File: src/rtl/t10_tx_arb_pkg.sv
// t10_tx_arb_pkg -- shared types and constants for the two-requester UART
// transmit arbiter.
//   state_t   : arbiter FSM states (IDLE, SEND, DONE)
//   req_id_t  : requester identity (REQ_A, REQ_B)
//   TIMEOUT_CYCLES_DEF : default SEND timeout used when the timeout option
//                        (T10_TX_ARB_TIMEOUT_EN) is compiled in.
package t10_tx_arb_pkg;

  typedef enum logic [1:0] {
    IDLE = 2'd0,
    SEND = 2'd1,
    DONE = 2'd2
  } state_t;

  typedef enum logic {
    REQ_A = 1'b0,
    REQ_B = 1'b1
  } req_id_t;

  localparam int TIMEOUT_CYCLES_DEF = 1024;

endpackage

File: src/rtl/t10_rr_arb2.sv
// t10_rr_arb2 -- combinational two-way round-robin selector.
// Ports:
//   req_a, req_b : request lines
//   last_grant   : requester served most recently
//   grant        : selected requester (meaningful when valid=1)
//   valid        : at least one request present
// On a tie the requester that was not served last wins; a lone requester
// always wins regardless of history.
module t10_rr_arb2
  import t10_tx_arb_pkg::*;
(
  input  logic    req_a,
  input  logic    req_b,
  input  req_id_t last_grant,
  output req_id_t grant,
  output logic    valid
);

  always_comb begin
    grant = REQ_A;
    if (req_a && req_b)
      grant = (last_grant == REQ_A) ? REQ_B : REQ_A;
    else if (req_b)
      grant = REQ_B;
  end

  assign valid = req_a | req_b;

endmodule

File: src/rtl/t10_tx_arbiter.sv
// t10_tx_arbiter -- arbitrates two byte requesters onto one UART transmitter.
// Ports:
//   clk, rst           : clock, synchronous active-high reset
//   req_a/data_a/ack_a : requester A handshake (req held until ack pulse)
//   req_b/data_b/ack_b : requester B handshake
//   transmit_ready     : UART pulse, current byte sent
//   tx_ctrl, tx_byte   : UART transmit enable and byte
//   busy               : FSM not in IDLE
//   blue               : one-cycle pulse on successful completion
//   timeout_err        : sticky SEND-timeout flag (T10_TX_ARB_TIMEOUT_EN only)
// Option macro: T10_TX_ARB_TIMEOUT_EN adds a SEND watchdog of TIMEOUT_CYCLES.
// Every output is a register; a byte takes at least SEND, DONE, IDLE cycles.
module t10_tx_arbiter
  import t10_tx_arb_pkg::*;
#(
  parameter int TIMEOUT_CYCLES = TIMEOUT_CYCLES_DEF
) (
  input  logic       clk,
  input  logic       rst,
  input  logic       req_a,
  input  logic [7:0] data_a,
  output logic       ack_a,
  input  logic       req_b,
  input  logic [7:0] data_b,
  output logic       ack_b,
  input  logic       transmit_ready,
  output logic       tx_ctrl,
  output logic [7:0] tx_byte,
  output logic       busy,
  output logic       blue
`ifdef T10_TX_ARB_TIMEOUT_EN
  ,output logic      timeout_err
`endif
);

  state_t  state;
  req_id_t last_grant;
  req_id_t cur_grant;   // who owns the byte in flight; becomes last_grant on leaving DONE
  req_id_t arb_grant;
  logic    arb_valid;
  logic    tmo_hit;

  t10_rr_arb2 u_rr (
    .req_a      (req_a),
    .req_b      (req_b),
    .last_grant (last_grant),
    .grant      (arb_grant),
    .valid      (arb_valid)
  );

`ifdef T10_TX_ARB_TIMEOUT_EN
  localparam int CW = (TIMEOUT_CYCLES > 1) ? $clog2(TIMEOUT_CYCLES) : 1;
  localparam logic [CW-1:0] TMO_LAST = CW'(TIMEOUT_CYCLES - 1);

  logic [CW-1:0] tmo_cnt;

  // Counts SEND cycles; zero in the first SEND cycle.
  always_ff @(posedge clk) begin
    if (rst || state != SEND) tmo_cnt <= '0;
    else                      tmo_cnt <= tmo_cnt + CW'(1);
  end

  assign tmo_hit = (state == SEND) && (tmo_cnt == TMO_LAST);
`else
  // Parameter stays on the interface so both builds share one instantiation.
  logic unused_tmo_param;
  assign unused_tmo_param = ^TIMEOUT_CYCLES;
  assign tmo_hit = 1'b0;
`endif

  always_ff @(posedge clk) begin
    if (rst) begin
      state      <= IDLE;
      last_grant <= REQ_B;
      cur_grant  <= REQ_B;
      tx_ctrl    <= 1'b0;
      tx_byte    <= 8'h00;
      ack_a      <= 1'b0;
      ack_b      <= 1'b0;
      busy       <= 1'b0;
      blue       <= 1'b0;
    end else begin
      ack_a <= 1'b0;
      ack_b <= 1'b0;
      blue  <= 1'b0;
      case (state)
        IDLE: begin
          if (arb_valid) begin
            state     <= SEND;
            tx_ctrl   <= 1'b1;
            busy      <= 1'b1;
            cur_grant <= arb_grant;
            if (arb_grant == REQ_A) begin
              tx_byte <= data_a;
              ack_a   <= 1'b1;
            end else begin
              tx_byte <= data_b;
              ack_b   <= 1'b1;
            end
          end
        end
        SEND: begin
          // transmit_ready beats a simultaneous timeout expiry
          if (transmit_ready) begin
            state   <= DONE;
            tx_ctrl <= 1'b0;
            blue    <= 1'b1;
          end else if (tmo_hit) begin
            state   <= DONE;
            tx_ctrl <= 1'b0;
          end
        end
        DONE: begin
          state      <= IDLE;
          busy       <= 1'b0;
          last_grant <= cur_grant;
        end
        default: begin
          state   <= IDLE;
          tx_ctrl <= 1'b0;
          busy    <= 1'b0;
        end
      endcase
    end
  end

`ifdef T10_TX_ARB_TIMEOUT_EN
  always_ff @(posedge clk) begin
    if (rst)                            timeout_err <= 1'b0;
    else if (tmo_hit && !transmit_ready) timeout_err <= 1'b1;
  end
`endif

endmodule

File: config.mk
export PLATFORM = sky130hd
export DESIGN_NAME = t10_tx_arbiter
export DESIGN_NICKNAME = d
export VERILOG_FILES = /design/src/rtl/t10_tx_arb_pkg.sv /design/src/rtl/t10_rr_arb2.sv /design/src/rtl/t10_tx_arbiter.sv
export SDC_FILE = /design/constraint.sdc
export NUM_CORES = 1
export LEC_CHECK = 0
export ABC_AREA = 1
export CAP_MARGIN = 20
export CORE_MARGIN = 5
export CORE_UTILIZATION = 50
export DETAILED_ROUTE_END_ITERATION = 10
export DONT_BUFFER_PORTS = 1
export SKIP_LAST_GASP = 1
export SYNTH_ARGS = -nofsm -noshare
export SYNTH_HDL_FRONTEND = slang
export SYNTH_SLANG_ARGS = --single-unit
File: constraint.sdc
create_clock -name clk -period 1.22 [get_ports clk]
set_clock_uncertainty 0.05 [all_clocks]
set_input_delay 0.183 -clock clk [delete_from_list [all_inputs] [get_ports clk]]
set_output_delay 0.183 -clock clk [all_outputs]
set_load 0.02 [all_outputs]
# Yosys cells after proc, flatten, opt, wreduce, memory -nomap -nowiden
# Cells that the tools add are included.
[op_classes]
n_div = 0
addsub = 0
n_shift = 0
n_reduce_logical = 8
mux = 14
magnitude_cmp = 0
mul = 0
n_eq_ne = 4
bitwise = 5
[op_table]
columns = ["op", "count"]
rows = [
  ["1-bit two-way mux", 8],
  ["8-bit two-way mux", 1],
  ["2-bit AND reduction", 3],
  ["2-bit two-way mux", 2],
  ["2-bit inequality test (second input constant)", 2],
  ["1-bit inverter", 4],
  ["2-bit one-hot mux with 2 select lines", 1],
  ["1-bit one-hot mux with 3 select lines", 1],
  ["3-bit AND reduction", 1],
  ["3-bit OR reduction", 1],
  ["2-bit by 1-bit equality test with 1-bit output (second input constant)", 1],
  ["2-bit equality test (second input constant)", 1],
  ["2-bit logical NOT", 1],
  ["1-bit one-hot mux with 2 select lines", 1],
  ["2-bit OR reduction", 1],
  ["1-bit logical AND", 1],
  ["1-bit OR", 1],
]
[totals]
latchBits = 0
out_inout_bits = 13
wordCells = 40
mem_count = 0
register_bits = 17
mem_bits_ro = 0
mem_bits_rw = 0
in_bits = 21

# Logic depth before layout (Yosys ltp)
[depth]
depth_word = 3
mapped_depth = 6
mapped_depth_nobuf = 6

# By module
# A second synthesis with hierarchy kept.
[unflattened]
cells_unflattened = 100
area_unflattened_um2 = 744.5
[modules_own_cells]
columns = ["mod", "cells_each", "seq_area_each_um2", "n_inst", "area_each_um2"]
rows = [
  ["t10_tx_arbiter", 97, 340.3, 1, 729.4],
  ["t10_rr_arb2", 3, 0.0, 1, 15.0],
]

# Worst setup path before layout
# OpenSTA, ideal clock, no wires.
[synth_timing]
path_kind = "register to register"
from = "reg state[1]"
to = "reg tx_byte[1]"
setup_slack_ns = 0.261
synth_period_minus_slack_ns = 0.959
path_buffers = 0
t_required_ns = 1.108
stages_incl_launch_ff = 7
arrival_time_ns = 0.847
path_cell_list = "dfxtp_1 -> inv_2 -> nand2_2 -> nor2_4 -> nor2_2 -> nand2_1 -> nand3_1"
[synth_via]
elab_chain_cells = 2
[synth_rtl]
columns = ["item", "line_no", "rtl"]
rows = [
  ["from (decl)", "t10_tx_arbiter.sv:36", "state_t state;"],
  ["from (signal assigned)", "t10_tx_arbiter.sv:73", "state <= IDLE;"],
  ["from (signal assigned)", "t10_tx_arbiter.sv:89", "state <= SEND;"],
  ["from (signal assigned)", "t10_tx_arbiter.sv:105", "state <= DONE;"],
  ["2-bit logical NOT", "t10_tx_arbiter.sv:86", "case (state)"],
  ["2-bit AND reduction (no line)", "--", ""],
  ["to (signal assigned)", "t10_tx_arbiter.sv:94", "tx_byte <= data_a;"],
  ["to (signal assigned)", "t10_tx_arbiter.sv:97", "tx_byte <= data_b;"],
  ["to (decl)", "t10_tx_arbiter.sv:28", "output logic [7:0] tx_byte,"],
]
# No other way between the ends.
# A chain may end at the register's enable or synchronous reset.

==> metrics.md <==
| Metric | Value |
|---|---|
| Detail Placement HPWL | roughly 1200 microns |
| R2R cell count | 6 |
| Pwr per Cell Area | between 1500 and 2000 nW/um^2 |
| Final setup violation count | 0 |
| H-tree Lvls | 1 |
| Hold Crit Endpoint | tx_byte[2] |
| Total CTS buffers | 3 |
| Worst hold stages | 2 |
| Cells after Synth | 91 |
| Worst Path Max Fanout | 11 |
| CTS tree | yes |
| Hold Slack | ~0.0085 ns |
| Hold path startpoint | data_a[2] |
| Vias/cell | 5.54 |
| WS Path Type | input pin to flip-flop |
| Max Slew Vio Count | 0 |
| Arr. time, crit path | 1.26 ns |
| Slew Limit Headroom | around four fifths |
| Area of the multi-input gates | 325 sq um |
| Outcome | finished, final reports clean |
| Data required time of the worst path | 1.36 ns |
| Sequential-to-total area share from yosys stat | approximately half |
| Period minus WS final | 1.12 ns |
| Die height | about 48 microns |
| Clk Latency, worst-skew pair | 0.29 ns |
| GR Overflow Total | 0 |
| Top cells by area, synth | dfxtp_1 48%, nand2_1 18%, nand3_1 8.5% |
| Largest net degree at the start of global routing | 12 |
| Top_reg_cell synth | dfxtp_1 |
| Ant. Diodes | 0 |
| CTS resizes | 0 |
| Iter 0 DRT Violations | 15 |
| Yosys warnings | 0 |
| Layout cell share with drive strength beyond 1 | 18.6% |
| Area grow syn2layout | 8.36% |
| Top cell type's share of synthesized area | 48.4% |
| Post-Place Cells | 106 |
| Worst Setup SP | rst |
| Post-route ant nets | 0 |
| Most frequent cell after synthesis | nand2_1 |
| First-pass GRT wire length | 2390 microns |
| Met3 WL post-DR | 133 microns |
| Critical path endpoint category | flip-flop |
| Hold Vio Cnt, Final | 0 |
| Top cells by count, synth | 33 x nand2_1, 17 x dfxtp_1, 12 x nand3_1 |
| Area leader, netlist | dfxtp_1 |
| Reg area | 340 sq um |
| Layout Cells excl Fill | 112 |
| PortBufs | 0 |
| DRC | 0 |
| IO Pins | 34 |
| Setup crit start kind | input pin |
| RSZ-0062 raised after global routing | no |
| FMAX | 893 MHz |
| Total die area | ~2300 sq um |
| Gr usage total | 15.6% |
| Fin util | between 50 and 60% |
| R2R Path End | tx_byte[2] |
| Vias | 620 |
| Vias in the first global route | 537 |
| Met1 Routed Length | 737 microns |
| Row count | 13 |
| Metal2 WL | 709 microns |
| FF+latch count, synth | 17 |
| Core area | 1320 sq um |
| Setup bufs post-CTS | 0 |
| Starting density of the core | 53.4% |
| Post-Syn Area | 703 sq um |
| Post-route cell area | 762 sq um |
| Post-synth EDFFs | 0 |
| Clock-pin slew on the worst setup and hold paths | roughly 0.10 ns |
| Post-CTS Hold Buffers | 2 |
| # nets final | 119 |
| Max cap viols | 0 |
| Worst Max-Slew Pin Slew | 0.320 ns |
| Routed len/inst | 14.3 microns |
| Flop-to-flop setup slack | 0.11 ns |
| Final WL | 1610 microns |
| Syn Nets | 112 |
| CTS max path bufs | 2 |
| Final GP Congestion | about 0.66 |
| Max layer used | met4 |
| Critical R2R Launch | state[1] |
| Fillers | 136 |
| Die width | 47.5 microns |
| Drt pass-1 iters | 4 |
| Post-synthesis average cell area | 7.73 sq um |
| CTS root buf | clkbuf_4 |
| Cell leakage power | 0.353 nW |
| Clock Sink Count | 17 |
| Hold Crit Class | input pin to flip-flop |
| DP Area | 714 sq um |
| Post-synth ARST share | 0% |
| Post-synth cell types | 13 |
| Setup_tns | 0 ns |
| Final Cycle Share | between 90 and 100% |
| Worst IR Drop VDD | ~750 uV |
| Initial antenna violation count | 0 |
[metrics by stage]
step	setup slack [ns]	total power, mW
5_1_grt	0.000326	1.24
6_report	0.100	1.17
2_1_floorplan	0.261	0.840
4_1_cts	0.101	1.18
3_3_place_gp	0.168	0.871
3_5_place_dp	0.117	0.874
[critical path, stage by stage]
cell and delay (ns):
dlygate4sd3_1 0.62, inv_2 0.10, buf_4 0.19, nand4_1 0.10, nand3_1 0.08
[where the power goes]
part | internal [mW] | leakage [nW] | total (mW) | switching [mW]
Combinational | 0.0607 | 0.195 | 0.163 | 0.102
Sequential | 0.611 | 0.140 | 0.703 | 0.0910
Clock | 0.122 | 0.0177 | 0.300 | 0.178
Total | 0.794 | 0.353 | 1.17 | 0.371
[cell families after synthesis]
kind of cell,after synthesis,synth area share (%)
simple gates,64,41.8
compound gates,4,4.45
buf+inv,6,5.34
flops,17,48.4
[layout by cell type (no fill, tap or decap)]
| cell type | count |
|---|---|
| nand2_1 | 33 |
| dfxtp_1 | 17 |
| nand3_1 | 12 |
| nand4_1 | 6 |
| nor2_1 | 5 |
| inv_2 | 4 |
| nand2_2 | 3 |
| nor2_2 | 3 |
| o21ai_0 | 3 |
| clkbuf_4 | 3 |
| dlygate4sd3_1 | 2 |
| buf_4 | 2 |
| a21oi_4 | 1 |
| nor2_4 | 1 |
| nor3_1 | 1 |
| clkinv_2 | 1 |
[layout make-up]
type                    instances  share of cell area, %
flip-flops and latches         17                   44.7
multi-input cells              68                   42.7
repair buffers                  4                   4.60
clock buffers                   3                   2.96
well taps                      15                   2.46
inverters                       4                   1.97
clock inverters                 1                  0.657
[layer usage]
layer	vias to the layer above	track usage (%)
met2	22	20.3
met3	4	5.64
met1	284	21.2
li1	310	-
met4	0	9.94
met5	-	0
[sequential cells by signal (all words and copies together) (netlist names)]
register and count:
blue 1, busy 1, ack_a 1, state 2
cur_grant 1, tx_byte 8, last_grant 1, tx_ctrl 1
ack_b 1
[worst max-delay path by stage]
stage	to	slack, ns	cells past startpoint
after floorplan	tx_byte[1]	0.26	6
after global placement	tx_byte[2]	0.17	6
after detailed placement	tx_byte[2]	0.12	6
after CTS	tx_byte[2]	0.10	6
after global routing	tx_byte[3]	0.0003	6
final	tx_byte[3]	0.10	5
Note: power is estimated with default switching activity, not from simulation.
